$ cat src/rtl/mux_arb_pkg.sv
// mux_arb_pkg
//   Shared definitions for the two-port FIFO read arbiter.
//   - arb_state_t       : arbiter FSM state encoding
//   - BURST_MAX_DEFAULT : default maximum consecutive pops per grant
//   - CNT_W             : width of the burst counter
//   - gnt_state()       : maps a port index to its grant state
package mux_arb_pkg;

    typedef enum logic [1:0] {
        IDLE = 2'd0,
        GNT0 = 2'd1,
        GNT1 = 2'd2
    } arb_state_t;

    localparam int BURST_MAX_DEFAULT = 4;
    localparam int CNT_W             = 4;

    function automatic arb_state_t gnt_state(input logic port);
        return port ? GNT1 : GNT0;
    endfunction

endpackage

$ cat src/rtl/mux_arbiter_2x1_burst_counter.sv
// burst_counter
//   Counts pops within one grant. Clear has priority over increment, and the
//   count saturates at LIMIT so it can never wrap.
//   Ports:
//     clk      - clock
//     reset    - asynchronous active-high reset
//     clear    - zero the count (grant entry / re-grant)
//     inc      - one pop happened this cycle
//     at_limit - count equals LIMIT (the next pop is the last of the burst)
module burst_counter
    import mux_arb_pkg::*;
#(
    parameter int LIMIT = BURST_MAX_DEFAULT - 1
) (
    input  logic clk,
    input  logic reset,
    input  logic clear,
    input  logic inc,
    output logic at_limit
);

    localparam logic [CNT_W-1:0] LIMIT_V = CNT_W'(LIMIT);

    logic [CNT_W-1:0] count_reg;

    assign at_limit = (count_reg == LIMIT_V);

    always_ff @(posedge clk or posedge reset) begin
        if (reset) begin
            count_reg <= '0;
        end else if (clear) begin
            count_reg <= '0;
        end else if (inc && !at_limit) begin
            count_reg <= count_reg + 1'b1;
        end
    end

endmodule

$ cat src/rtl/mux_arbiter_2x1.sv
// mux_arbiter_2x1
//   Round-robin burst arbiter draining two show-ahead FIFOs into one
//   registered output stream. A port keeps the grant for up to BURST_MAX
//   pops, then the other port gets its turn if it has data.
//   Ports:
//     clk, reset        - clock, asynchronous active-high reset
//     In0, In1          - FIFO head data (valid while matching empty is low)
//     empty0, empty1    - FIFO empty flags
//     down_afull        - downstream almost-full, stalls all pops
//     pop0, pop1        - combinational read strobes, mutually exclusive
//     mux_sel           - registered current grant
//     data_out          - registered popped word
//     outValid          - one-cycle pulse per popped word
module mux_arbiter_2x1
    import mux_arb_pkg::*;
#(
    parameter int DATA_W    = 8,
    parameter int BURST_MAX = BURST_MAX_DEFAULT   // legal 1..15
) (
    input  logic              clk,
    input  logic              reset,
    input  logic [DATA_W-1:0] In0,
    input  logic [DATA_W-1:0] In1,
    input  logic              empty0,
    input  logic              empty1,
    input  logic              down_afull,
    output logic              pop0,
    output logic              pop1,
    output logic              mux_sel,
    output logic [DATA_W-1:0] data_out,
    output logic              outValid
);

    arb_state_t        state_reg, state_next;
    logic              last_gnt_reg, last_gnt_next;
    logic              mux_sel_reg, mux_sel_next;
    // Set for one cycle after a limit-driven hand-over so the new port's
    // first cycle is a bubble, matching the bubble of an empty-driven switch.
    logic              bubble_reg, bubble_next;
    logic [DATA_W-1:0] data_out_reg;
    logic              out_valid_reg;

    logic              cnt_clear;
    logic              cnt_inc;
    logic              at_limit;
    logic              cur;
    logic              pop_any;
    logic [1:0]        empty_vec;
    logic [1:0]        pop_vec;

    assign empty_vec = {empty1, empty0};

    burst_counter #(
        .LIMIT(BURST_MAX - 1)
    ) u_burst_counter (
        .clk      (clk),
        .reset    (reset),
        .clear    (cnt_clear),
        .inc      (cnt_inc),
        .at_limit (at_limit)
    );

    always_comb begin
        state_next    = state_reg;
        last_gnt_next = last_gnt_reg;
        mux_sel_next  = mux_sel_reg;
        bubble_next   = 1'b0;
        cnt_clear     = 1'b0;
        cnt_inc       = 1'b0;
        cur           = 1'b0;
        pop_any       = 1'b0;

        case (state_reg)
            IDLE: begin
                cnt_clear = 1'b1;
                // Arbitration waits while downstream is almost full.
                if (!down_afull) begin
                    if (!empty0 && !empty1) begin
                        state_next   = gnt_state(~last_gnt_reg);
                        mux_sel_next = ~last_gnt_reg;
                    end else if (!empty0) begin
                        state_next   = GNT0;
                        mux_sel_next = 1'b0;
                    end else if (!empty1) begin
                        state_next   = GNT1;
                        mux_sel_next = 1'b1;
                    end
                end
            end

            GNT0, GNT1: begin
                cur     = (state_reg == GNT1);
                pop_any = !empty_vec[cur] && !down_afull && !bubble_reg && !reset;
                if (empty_vec[cur] || (pop_any && at_limit)) begin
                    last_gnt_next = cur;
                    cnt_clear     = 1'b1;
                    if (!empty_vec[~cur]) begin
                        state_next   = gnt_state(~cur);
                        mux_sel_next = ~cur;
                        bubble_next  = pop_any;
                    end else if (empty_vec[cur]) begin
                        state_next = IDLE;
                    end
                    // else: same port still has data, re-grant with a fresh count
                end else begin
                    cnt_inc = pop_any;
                end
            end

            default: begin
                state_next = IDLE;
            end
        endcase
    end

    // Per-port strobe: only the currently granted port can pop.
    for (genvar gi = 0; gi < 2; gi++) begin : g_pop
        assign pop_vec[gi] = pop_any && (cur == gi[0]);
    end

    assign pop0 = pop_vec[0];
    assign pop1 = pop_vec[1];

    always_ff @(posedge clk or posedge reset) begin
        if (reset) begin
            state_reg     <= IDLE;
            last_gnt_reg  <= 1'b1;
            mux_sel_reg   <= 1'b0;
            bubble_reg    <= 1'b0;
            data_out_reg  <= '0;
            out_valid_reg <= 1'b0;
        end else begin
            state_reg     <= state_next;
            last_gnt_reg  <= last_gnt_next;
            mux_sel_reg   <= mux_sel_next;
            bubble_reg    <= bubble_next;
            out_valid_reg <= pop_any;
            if (pop_any) begin
                data_out_reg <= pop_vec[1] ? In1 : In0;
            end
        end
    end

    assign mux_sel  = mux_sel_reg;
    assign data_out = data_out_reg;
    assign outValid = out_valid_reg;

endmodule

$ cat config.mk
export PLATFORM = sky130hd
export DESIGN_NAME = mux_arbiter_2x1
export DESIGN_NICKNAME = d
export VERILOG_FILES = /design/src/rtl/mux_arb_pkg.sv /design/src/rtl/mux_arbiter_2x1_burst_counter.sv /design/src/rtl/mux_arbiter_2x1.sv
export SDC_FILE = /design/constraint.sdc
export NUM_CORES = 1
export LEC_CHECK = 0
export BUFFER_PORTS_ARGS = -buffer_cell sky130_fd_sc_hd__buf_2
export CAP_MARGIN = 30
export CORE_MARGIN = 1.5
export CORE_UTILIZATION = 50
export DETAILED_ROUTE_END_ITERATION = 8
export PLACE_DENSITY = 0.82
export SYNTH_ARGS = -nofsm -noshare
export SYNTH_HDL_FRONTEND = slang
export SYNTH_SLANG_ARGS = --single-unit
$ cat constraint.sdc
create_clock -name clk -period 2.2 [get_ports clk]
set_input_delay 0.22 -clock clk [delete_from_list [all_inputs] [get_ports clk]]
set_output_delay 0.22 -clock clk [all_outputs]
set_load 0.02 [all_outputs]
After elaboration in Yosys (flattened, before gate mapping)
Index checks and enable logic that the tools add are counted.

word-level totals
  bits in registers = 18
  input bits = 21
  output and inout port bits = 12

cells by class
  $add $sub $neg = 1
  magnitude comparators = 2
  equality and inequality tests = 8
  mux-type cells = 33
  bitwise gates (word level) = 3
  reduce and logical (&&, ||, !) cells = 23

operators by type and width
  cell                 count
  $mux 1               18
  $mux 2               9
  $logic_and 1x1->1    8
  $mux 4               2
  $mux 8               1
  $logic_not 1->1      7
  $ne 2x2->1 const B   3
  $reduce_and 5->1     1
  $add 4x1->4 const B  1
  $eq 4x2->1 const B   1
  $lt 1x2->1 const B   2
  $ne 4x4->1 const B   1
  $pmux 1 s2           2
  $pmux 2 s2           1
  $reduce_and 4->1     1
  $reduce_bool 2->1    2
  $ne 3x3->1 const B   1
  $not 1->1            3
  $eq 2x1->1 const B   1
  $eq 2x2->1 const B   1
  $logic_not 2->1      1
  $reduce_and 2->1     1
  $reduce_or 2->1      1
  $logic_or 1x1->1     1

Logic depth before layout (Yosys ltp)
Gate-level depths: netlist (run 1).

  depth in word-level cells = 14
  gate-level depth with buffers = 8
  gate-level depth less buffers = 6

Modules after synthesis
From an unflattened synthesis (run 1), not the netlist that was laid out.

unflattened totals
  cell total of the unflattened synthesis = 103
  area, all modules = 1123.6 sq um

by module, submodules not included
  module           times used  cells each  area each (sq um)  seq. area each (sq um)
  mux_arbiter_2x1  1           82          898.4              351.6
  burst_counter    1           21          225.2              100.1

Least setup slack after synthesis (run 1)
Ideal clock, no wire load.

  path kind = register -> output
  start point = register state_reg[0]
  end point = output pop0
  arrival = 1.907 ns
  setup slack = 0.073 ns
  stages on the path, launching flop included = 8
  path buffers = 2
  path through = dfrtp_1 -> inv_1 -> ha_1 -> clkbuf_1 -> mux2i_1 -> nand3_1 -> buf_2 -> nor2_1

between the ends
  longest elaborated chain between the ends = 9
  elaborated cells on any way between the ends = 13
  those cells by class = eq/ne (2); mux (4); bitwise (1); reduce/logical (6)

RTL lines
  item                                        line                                          RTL
  start, declared                             mux_arbiter_2x1.sv:34                         arb_state_t state_reg, state_next;
  start signal, assigned                      mux_arbiter_2x1.sv:133                        state_reg <= state_next;
  $eq 2x2->1                                  mux_arbiter_2x1.sv:73, mux_arbiter_2x1.sv:92
  $mux 1 (not written as such) (2 in series)  mux_arbiter_2x1.sv:93                         pop_any = !empty_vec[cur] && !down_afull && !bubble_reg && !reset;
  $logic_not 1->1                             mux_arbiter_2x1.sv:93
  $logic_and 1x1->1 (3 in series)             mux_arbiter_2x1.sv:93
  $mux 1                                      mux_arbiter_2x1.sv:73                         case (state_reg)
  $logic_and 1x1->1 *                         mux_arbiter_2x1.sv:118                        assign pop_vec[gi] = pop_any && (cur == gi[0]);
  end, declared                               mux_arbiter_2x1.sv:27                         output logic pop0,

Every way passes the cells marked *; elsewhere a longest branch is shown, timed or not. The select of a mux whose other input is x is not followed.

Worst setup path after layout (run 1)
  start point = register state_reg[0]
  end point = output pop1

between the ends
  longest elaborated chain between the ends = 9
  elaborated cells on any way between the ends = 12
  those cells by class = eq/ne (2); mux (4); reduce/logical (6)

RTL lines
  item                                        line                                          RTL
  $eq 2x2->1                                  mux_arbiter_2x1.sv:73, mux_arbiter_2x1.sv:92
  $mux 1 (not written as such) (2 in series)  mux_arbiter_2x1.sv:93
  $logic_not 1->1                             mux_arbiter_2x1.sv:93
  $logic_and 1x1->1 (3 in series)             mux_arbiter_2x1.sv:93
  $mux 1 *                                    mux_arbiter_2x1.sv:73
  net pop_any                                 mux_arbiter_2x1.sv:47                         logic pop_any;
  $logic_and 1x1->1 *                         mux_arbiter_2x1.sv:118
  end, declared                               mux_arbiter_2x1.sv:28                         output logic pop1,

Mark *: on every way through the listed nets, which the timed path passes. The rest lies on a longest branch. The select of a mux whose other input is x is not followed.

==> impl_results.rst, run 1 <==
.. list-table::
   :header-rows: 1

   * - Metric
     - Value
   * - Deepest clock path buffer count
     - 2
   * - Setup TNS Final
     - 0 ps
   * - Endpoints failing hold
     - 0
   * - Pleak
     - 0.000685 µW
   * - Share of final-layout standard cells stronger than drive strength 1
     - 0.371
   * - Post-detailed-route DRC marker count
     - 0
   * - Critical Setup Path Class
     - register to output pin
   * - Starting density of the core
     - 0.543
   * - Iter 0 DRT Violations
     - 30
   * - Global route overflow
     - 0
   * - Area overhead of the layout relative to synthesis
     - 23.6%
   * - Floorplan die area
     - 2460 µm²
   * - Slew margin rel.
     - 0.574
   * - DR WL/cell
     - 14.4 µm
   * - Largest area contributor in the netlist
     - dfrtp_1
   * - Ys flop type
     - dfrtp_1
   * - Initial antenna violation count
     - 0
   * - Remaining antenna violation count after routing
     - 0
   * - Synth area leaders
     - dfrtp_1 39%, mux2i_1 12%, ha_1 5.8%
   * - I/O Pins
     - 33
   * - Vias per cell
     - 5.70
   * - Tot Pwr
     - between 1500 and 2000 µW
   * - Met2 routed WL
     - 1230 µm
   * - Die Height
     - 49.6 µm
   * - Startpoint class of the critical path
     - register
   * - Highest Signal Layer
     - met4
   * - Worst endpoint data arrival time
     - around 1800 ps
   * - Detailed placer's ending HPWL
     - 1860 µm
   * - Largest net degree at the start of global routing
     - 19
   * - Final-layout worst hold slack
     - 13.0 ps
   * - Cell chosen for the clock root
     - clkbuf_4
   * - Routed metal-1 wire length
     - 971 µm
   * - Final worst path period need
     - 2060 ps
   * - Weighted congestion at the end of routability-driven global placement
     - 0.803
   * - Kind of path behind the tightest hold check
     - primary input to async pin
   * - Number of port buffers
     - 32
   * - Status
     - finished clean
   * - Final period utilization
     - 0.935
   * - Core area
     - 2000 µm²
   * - Num CTS Buffers
     - 3
   * - Maximum operating frequency
     - between 0.4 and 0.5 GHz
   * - Post-synth ARST share
     - 1.00
   * - Number of synthesized flops with an enable pin
     - 0
   * - Number of synthesis warnings
     - 0
   * - Total length of routed met3 wires
     - 160 µm
   * - Number of optimization iterations in the first detailed-route pass
     - 4
   * - Post-synthesis sequential element count
     - 18
   * - Endpoint required time on the critical path
     - approximately 2000 ps
   * - Antenna Diode Count
     - 0
   * - Number of levels in the clock H-tree
     - 1
   * - Worst setup EP type
     - output pin
   * - Global-route wire length before repair
     - 4190 µm
   * - TritonCTS clock tree
     - built
   * - Number of distinct library cell variants in the gate-level netlist after synthesis
     - 33
   * - Number of flip-flops under the largest register name
     - 8
   * - CTS clock-pin slew for the worst setup and hold paths
     - 100 ps
   * - Overall die width
     - 49.6 µm
   * - Net count, final
     - 170
   * - Total of max-cap violations
     - 0
   * - Global-route usage over all layers
     - 0.219
   * - Transition time at the pin with the least slew margin
     - 638 ps
   * - Clock tree sinks
     - 18
   * - Number of nets produced by synthesis
     - 136
   * - Maximum net fanout on the critical path
     - 8
   * - Netlist area before placement
     - 1090 µm²
   * - Hold-fix buffers at CTS
     - 0
   * - Total wire length
     - ~2400 µm
   * - Unrepaired setup endpoints after global routing
     - no
   * - Via count of the first global-routing pass
     - 935
   * - Post-synth top area share
     - 0.391
   * - Skew-Pair Late Insertion Delay
     - about 290 ps
   * - Mapped Avg Cell Area
     - 9.88 µm²
   * - Setup slack on the worst flop-to-flop path
     - 360 ps
   * - Count of standard-cell rows
     - 16
   * - Part of the Yosys area used for sequential elements
     - 0.415
   * - Synthesized netlist cell count
     - 110
   * - Clock tree skew after final layout
     - ~8.0 ps
   * - Via count of the routed design
     - 969
   * - Worst vdd ir
     - 0.764 mV
   * - Final setup violation count
     - 0
   * - Power density normalized to cell area
     - 1230 nW/µm²
   * - Number of pins exceeding their max-slew limit in the final report
     - 0
-- where the power goes --
group          internal (µW)  switching, µW  total, µW
registers                446           65.9        512
clock network            101           94.5        195
logic                    402            537        940
total                    949            698       1650
-- Yosys cell counts, types with 2 or more instances --
| cell type | count |
|---|---|
| mux2i_1 | 13 |
| mux2_2 | 2 |
| a21oi_1 | 5 |
| inv_1 | 7 |
| clkbuf_1 | 3 |
| o31a_1 | 2 |
| dfrtp_1 | 17 |
| ha_1 | 5 |
| buf_2 | 2 |
| xor2_1 | 2 |
| nand2_1 | 12 |
| o21ai_0 | 11 |
| nor2b_1 | 2 |
| nand3_1 | 2 |
| nand4_1 | 4 |
| nor2_1 | 4 |
-- layout make-up --
cell class / instances / area (µm²)
well taps: 27 / 33.8
fillers: 170 / 658
repair buffers: 35 / 183
flip-flops and latches: 18 / 453
inverters: 7 / 26.3
multi-input cells: 79 / 612
clock buffers: 4 / 36.3
-- path summary, 6_finish.rpt --
path,startpoint,endpoint,depth (start not counted)
worst max-delay path,state_reg[0],pop1,7
worst min-delay path,reset,data_out[3],2
worst max register to register,state_reg[1],mux_sel,7
worst min register to register,data_out[0],data_out[0],2
max in group asynchronous,reset,state_reg[1],2
min in group clk,In0[0],data_out[0],3
-- cell usage in the layout (no fill, tap or decap) --
| cell type | Yosys | routed |
|---|---|---|
| and3_1 | 1 | 1 |
| a21oi_1 | 5 | 5 |
| o31a_1 | 2 | 2 |
| o311ai_4 | 1 | 1 |
| a21o_1 | 1 | 1 |
| nor2b_1 | 2 | 2 |
| or3_4 | 1 | 1 |
| ha_2 | 0 | 1 |
| buf_2 | 2 | 32 |
| mux2_2 | 2 | 2 |
| dfrtp_2 | 0 | 1 |
| a21o_2 | 1 | 1 |
| or4_2 | 1 | 1 |
| dfstp_2 | 1 | 1 |
| and2_1 | 1 | 1 |
| ha_4 | 0 | 1 |
| a211o_1 | 1 | 1 |
| o211ai_2 | 1 | 1 |
| mux2i_1 | 13 | 12 |
| inv_2 | 0 | 1 |
| o21ai_0 | 11 | 11 |
| nand4_1 | 4 | 4 |
| inv_1 | 7 | 6 |
| or3_1 | 1 | 1 |
| nor3_1 | 1 | 1 |
| o221ai_1 | 1 | 1 |
| o31ai_1 | 1 | 1 |
| xor2_1 | 2 | 2 |
| mux2_1 | 1 | 1 |
| nand3_1 | 2 | 2 |
| ha_1 | 5 | 3 |
| nand2_1 | 12 | 12 |
| clkbuf_8 | 0 | 1 |
| mux2i_4 | 0 | 1 |
| nor2_1 | 4 | 4 |
| or3b_4 | 1 | 1 |
| clkbuf_4 | 0 | 3 |
| dfrtp_1 | 17 | 16 |
| buf_4 | 0 | 3 |
-- repair_timing --
item / CTS / global route
setup endpoints to repair: 2 / 2
gates resized for setup: 3 / 4
setup buffers: 0 / 1
-- through the flow --
stage / setup WS, ps / utilization / area (µm²) / instances
4_1_cts: 20.7 / 0.661 / 1320 / 169
5_1_grt: 14.4 / 0.671 / 1340 / 170
3_5_place_dp: 174 / 0.635 / 1270 / 165
2_1_floorplan: 72.5 / - / 1090 / 110
3_3_place_gp: 308 / 0.635 / 1270 / 165
6_report: 144 / 0.671 / 1340 / 170
-- critical path, cell delays in order (launching register included) --
cell,delay [ps]
dfrtp_1,410
inv_2,110
ha_4,210
mux2i_4,290
nand3_1,150
inv_1,100
and2_1,120
buf_2,160
-- cells by family after synthesis --
family	synth area share
XOR/XNOR	0.0161
buffers and inverters	0.0472
AO/OA/AOI/OAI	0.163
multiplexers	0.151
AND/OR/NAND/NOR	0.150
adder cells (fa/ha/maj)	0.0575
flip-flops	0.415
-- metal layers --
| layer | global-route usage | up-vias |
|---|---|---|
| li1 | - | 458 |
| met1 | 0.249 | 446 |
| met2 | 0.402 | 49 |
| met4 | 0.0741 | 0 |
| met5 | 0 | - |
| met3 | 0.0455 | 16 |
(Power assumes the default switching activity.)
==> inputs of run 2 (changes only) <==
--- a/config.mk
+++ b/config.mk
@@ -8,9 +8,9 @@
 export BUFFER_PORTS_ARGS = -buffer_cell sky130_fd_sc_hd__buf_2
 export CAP_MARGIN = 30
 export CORE_MARGIN = 1.5
-export CORE_UTILIZATION = 50
+export CORE_UTILIZATION = 54
 export DETAILED_ROUTE_END_ITERATION = 8
-export PLACE_DENSITY = 0.82
+export PLACE_DENSITY = 0.87
 export SYNTH_ARGS = -nofsm -noshare
 export SYNTH_HDL_FRONTEND = slang
 export SYNTH_SLANG_ARGS = --single-unit
==> constraint.sdc (replaced) <==
create_clock -name clk -period 2.7 [get_ports clk]
set_input_delay 0.27 -clock clk [delete_from_list [all_inputs] [get_ports clk]]
set_output_delay 0.27 -clock clk [all_outputs]
set_load 0.02 [all_outputs]
==> impl_results.rst, run 2 (same netlist as run 1, synthesis figures left out) <==
.. list-table::
   :header-rows: 1

   * - Metric
     - Value
   * - Status
     - finished clean
   * - Clock tree sinks
     - 18
   * - Global route overflow
     - 0
   * - Startpoint class of the critical path
     - register
   * - Share of final-layout standard cells stronger than drive strength 1
     - 0.333
   * - Number of pins exceeding their max-slew limit in the final report
     - 0
   * - Transition time at the pin with the least slew margin
     - 657 ps
   * - Total of max-cap violations
     - 0
   * - Slew margin rel.
     - 0.561
   * - Endpoints failing hold
     - 0
   * - Via count of the first global-routing pass
     - 823
   * - Most common cell after layout, fill and taps aside
     - buf_2
   * - Weighted congestion at the end of routability-driven global placement
     - 0.844
   * - Final Worst Setup Slack
     - 198 ps
   * - Skew-Pair Late Insertion Delay
     - 290 ps
   * - FILL cells
     - 161
   * - Setup TNS Final
     - 0 ps
   * - Number of optimization iterations in the first detailed-route pass
     - 4
   * - Global-route usage over all layers
     - 0.211
   * - Total wire length
     - 2220 µm
   * - Final worst path period need
     - 2500 ps
   * - Number of port buffers
     - 32
   * - Post-detailed-route DRC marker count
     - 0
   * - Cell Count Post-Placement
     - 164
   * - Overall die width
     - 47.9 µm
   * - Power density normalized to cell area
     - ~970 nW/µm²
   * - Final setup violation count
     - 0
   * - Num CTS Buffers
     - 3
   * - Iter 0 DRT Violations
     - 20
   * - Final period utilization
     - 0.927
   * - DR WL/cell
     - between 10 and 15 µm
   * - Endpoint required time on the critical path
     - roughly 2400 ps
   * - Post-CTS Setup Bufs
     - 0
   * - Remaining antenna violation count after routing
     - 0
   * - Worst endpoint data arrival time
     - 2230 ps
   * - Count of standard-cell rows
     - 16
   * - Worst setup timing slack at the placement stage
     - 448 ps
   * - Unrepaired setup endpoints after global routing
     - no
   * - Number of flip-flops under the largest register name
     - 8
   * - Vias per cell
     - 5.39
   * - Maximum operating frequency
     - 0.400 GHz
   * - Worst setup EP type
     - output pin
   * - Largest net degree at the start of global routing
     - 19
   * - Core area
     - 1920 µm²
   * - Antenna Diode Count
     - 0
   * - CTS clock-pin slew for the worst setup and hold paths
     - roughly 110 ps
   * - Leading cell types in the layout, fill and taps excluded
     - 32 x buf_2, 17 x dfrtp_1, 13 x mux2i_1, 12 x nand2_1, 11 x o21ai_0
   * - Worst vdd ir
     - around 0.66 mV
   * - TritonCTS clock tree
     - built
   * - Cell chosen for the clock root
     - clkbuf_4
   * - I/O Pins
     - 33
   * - Global-route wire length before repair
     - 3380 µm
   * - Floorplan die area
     - 2290 µm²
   * - Deepest clock path buffer count
     - 2
   * - Critical Setup Path Class
     - register to output pin
   * - Area overhead of the layout relative to synthesis
     - 20.0%
   * - Starting density of the core
     - 0.566
   * - Pleak
     - 0.000677 µW
   * - Kind of path behind the tightest hold check
     - primary input to async pin
   * - Final Instance Count excl. Fillers
     - ~170
   * - Clock tree skew after final layout
     - 1.13 ps
   * - Via count of the routed design
     - between 900 and 1000
   * - Number of levels in the clock H-tree
     - 1
   * - Die Height
     - 47.9 µm
   * - Core Util, Final
     - 0.679
   * - Detailed placer's ending HPWL
     - 1720 µm
   * - Initial antenna violation count
     - 0
   * - Net count, final
     - 168
   * - Tot Pwr
     - 1260 µW
   * - Maximum net fanout on the critical path
     - 11
## run 2: cell count changes in the layout (fill, tap and decap cells not counted), sizes merged
cell / before / now
buf: 35 / 33
## run 2: per-stage QoR
stage          hold WS, ps  cell area [µm²]
2_1_floorplan          208             1090
3_3_place_gp           417             1260
3_5_place_dp           433             1260
4_1_cts                111             1300
5_1_grt                142             1310
6_report              80.3             1310
## run 2: timing repair
action	CTS	global route
gates resized for setup	0	1
endpoints found under the hold margin	0	0
hold buffers	0	0
endpoints found under the setup margin	0	1
## run 2: area by class of cell
type	instances	area [µm²]	area share
multi-input combinational	79	589	0.452
timing repair buffer	33	168	0.128
clock buffer	4	36.3	0.0278
sequential	18	452	0.346
tap	27	33.8	0.0259
inverter	7	26.3	0.0201
## run 2: critical path, stage by stage (launching register included)
cell     delay, ps
dfrtp_1        400
inv_1          120
ha_1           310
mux2i_1        420
nand3_2        270
inv_1          130
and2_1         130
buf_2          160
## run 2: final timing paths
path,startpoint,to,slack [ps],depth (start not counted)
min in group clk,empty0,bubble_reg,260,2
hold / removal,reset,bubble_reg,80,2
hold reg to reg,data_out[1],data_out[1],490,2
setup reg to reg,state_reg[1],mux_sel,690,6
max in group asynchronous,reset,mux_sel,2200,2
setup / recovery,state_reg[0],pop1,200,7
## run 2: routing by layer
| layer | global-route usage | wire length, µm | vias up |
|---|---|---|---|
| li1 | - | - | 454 |
| met1 | 0.267 | 1010 | 420 |
| met2 | 0.365 | 1090 | 30 |
| met3 | 0.0264 | 99 | 2 |
| met4 | 0.0811 | 23 | 0 |
| met5 | 0 | 0 | - |
## run 2: power breakdown
part / total [µW] / internal, µW / switching [µW]
clock network: 166 / 82.0 / 83.9
registers: 414 / 362 / 52.2
logic: 680 / 279 / 401
==> inputs of run 3 (changes only) <==
--- a/config.mk
+++ b/config.mk
@@ -10,6 +10,8 @@
 export CORE_MARGIN = 1.5
 export CORE_UTILIZATION = 54
 export DETAILED_ROUTE_END_ITERATION = 8
+export GPL_TIMING_DRIVEN = 0
+export HOLD_SLACK_MARGIN = 0.12
 export PLACE_DENSITY = 0.87
 export SYNTH_ARGS = -nofsm -noshare
 export SYNTH_HDL_FRONTEND = slang
==> impl_results.rst, run 3 (same netlist as run 1, synthesis figures left out) <==
.. list-table::
   :header-rows: 1

   * - Metric
     - Value
   * - Remaining antenna violation count after routing
     - 0
   * - Antenna Diode Count
     - 0
   * - Cell Count Post-Placement
     - between 150 and 200
   * - Placed cell area
     - approximately 1300 µm²
   * - Slowest library cell on the worst path
     - dfrtp_1
   * - Via count of the routed design
     - roughly 940
   * - Skew-Pair Late Insertion Delay
     - 280 ps
   * - Endpoints failing hold
     - 0
   * - Detailed placer's ending HPWL
     - 1790 µm
   * - Vias per cell
     - 5.55
   * - Startpoint class of the critical path
     - register
   * - Final-layout worst hold slack
     - roughly 94 ps
   * - Clock network power share
     - 0.129
   * - Worst endpoint data arrival time
     - 2200 ps
   * - Relative contribution of sequential cells to total power
     - 0.326
   * - Share of final-layout standard cells stronger than drive strength 1
     - 0.338
   * - Initial antenna violation count
     - 0
   * - Kind of path behind the tightest hold check
     - primary input to async pin
   * - TritonCTS clock tree
     - built
   * - Power density normalized to cell area
     - 971 nW/µm²
   * - Hold-fix buffers at CTS
     - 0
   * - Global-route usage over all layers
     - 0.213
   * - Pleak
     - roughly 0.00067 µW
   * - Die Height
     - around 48 µm
   * - Endpoint required time on the critical path
     - ~2400 ps
   * - Clock tree skew after final layout
     - around 4.2 ps
   * - Number of levels in the clock H-tree
     - 1
   * - Largest net degree at the start of global routing
     - 19
   * - Most common cell after layout, fill and taps aside
     - buf_2
   * - Slew margin rel.
     - 0.543
   * - Final worst path period need
     - 2470 ps
   * - I/O Pins
     - 33
   * - Total of max-cap violations
     - 0
   * - Leading cell types in the layout, fill and taps excluded
     - 32 x buf_2, 17 x dfrtp_1, 12 x mux2i_1, 12 x nand2_1, 11 x o21ai_0
   * - DR WL/cell
     - 13.9 µm
   * - Cell family contributing the most delay on the critical path
     - buffers and inverters
   * - Core area
     - 1920 µm²
   * - Fraction of power spent switching nets
     - 0.429
   * - Overall die width
     - between 40 and 50 µm
   * - Most used cell along the critical path
     - buf_2
   * - Weighted congestion at the end of routability-driven global placement
     - 0.839
   * - Final setup violation count
     - 0
   * - Final period utilization
     - 0.915
   * - Fraction of power consumed by combinational cells
     - 0.545
   * - Number of pins exceeding their max-slew limit in the final report
     - 0
   * - Unrepaired setup endpoints after global routing
     - no
   * - Crit path cell chain
     - inv_1 -> ha_2 -> mux2i_2 -> nand3_2 -> buf_2 -> nor2_1 -> buf_2
   * - Summed area of non-filler cells in the final layout
     - 1310 µm²
   * - Total wire length
     - 2340 µm
   * - Number of flip-flops under the largest register name
     - 8
   * - Num CTS Buffers
     - 3
   * - Count of standard-cell rows
     - 16
   * - Via count of the first global-routing pass
     - 865
   * - Global-route wire length before repair
     - 3500 µm
   * - Number of cells upsized or downsized after cts
     - 2
   * - Critical Setup Path Class
     - register to output pin
   * - Final Instance Count excl. Fillers
     - 169
   * - Number of optimization iterations in the first detailed-route pass
     - 6
   * - Maximum net fanout on the critical path
     - 10
   * - CTS clock-pin slew for the worst setup and hold paths
     - 110 ps
   * - Internal Pwr Total
     - 727 µW
   * - Iter 0 DRT Violations
     - 15
   * - Tot Pwr
     - 1270 µW
   * - Global route overflow
     - 0
   * - Worst vdd ir
     - 0.628 mV
   * - Number of port buffers
     - 30
   * - Net count, final
     - 169
   * - Worst path bufs/invs
     - 3
   * - Maximum operating frequency
     - approximately 0.4 GHz
   * - Status
     - finished clean
   * - Setup TNS Final
     - 0 ps
   * - Delay contributed by the slowest stage of the critical path
     - 390 ps
   * - Area overhead of the layout relative to synthesis
     - 20.6%
   * - Post-CTS Setup Bufs
     - 0
   * - Worst setup EP type
     - output pin
   * - Post-detailed-route DRC marker count
     - 0
   * - Starting density of the core
     - 0.566
   * - Deepest clock path buffer count
     - 2
   * - Transition time at the pin with the least slew margin
     - between 600 and 700 ps
   * - Cell chosen for the clock root
     - clkbuf_4
   * - Clock tree sinks
     - 18
   * - Net Sw Power
     - 546 µW
   * - FILL cells
     - 158
   * - Floorplan die area
     - 2290 µm²
-- run 3: area by class of cell --
class / instances / area, µm² / area share
Multi-Input combinational cell: 79 / 596 / 0.454
Sequential cell: 18 / 452 / 0.344
Timing Repair Buffer: 30 / 150 / 0.115
Clock buffer: 4 / 36.3 / 0.0277
Tap cell: 27 / 33.8 / 0.0258
Inverter: 7 / 26.3 / 0.0200
Buffer: 4 / 17.5 / 0.0134
-- run 3: worst paths after layout --
check	startpoint	endpoint	slack, ps	depth (start not counted)
min reg2reg	data_out[7]	data_out[7]	500	2
min	reset	data_out[2]	90	2
max in group asynchronous	reset	u_burst_counter.count_reg[1]	2170	2
max reg2reg	state_reg[1]	bubble_reg	660	5
max	state_reg[0]	pop0	230	7
min in group clk	In0[7]	data_out[7]	270	3
-- run 3: metal layers --
| metal | part of all wire | up-vias | GRT usage | routed length (µm) |
|---|---|---|---|---|
| li1 | - | 456 | - | - |
| met5 | 0 | - | 0 | 0 |
| met4 | 0.0060 | 0 | 0.108 | 14 |
| met2 | 0.50 | 28 | 0.384 | 1170 |
| met3 | 0.038 | 2 | 0.0189 | 88 |
| met1 | 0.46 | 452 | 0.249 | 1070 |
-- run 3: power groups by stage --
stage / clock network (µW) / logic (µW) / registers, µW
after CTS: 164 / 695 / 415
after global routing: 178 / 760 / 426
after detailed placement: 0 / 684 / 416
final: 164 / 694 / 415
after floorplan: 0 / 432 / 491
after global placement: 0 / 655 / 414
-- run 3: per-stage QoR --
stage,util,setup slack [ps]
3_5_place_dp,0.661,196
5_1_grt,0.682,39.1
4_1_cts,0.685,20.1
6_report,0.682,230
3_3_place_gp,0.661,294
2_1_floorplan,-,523
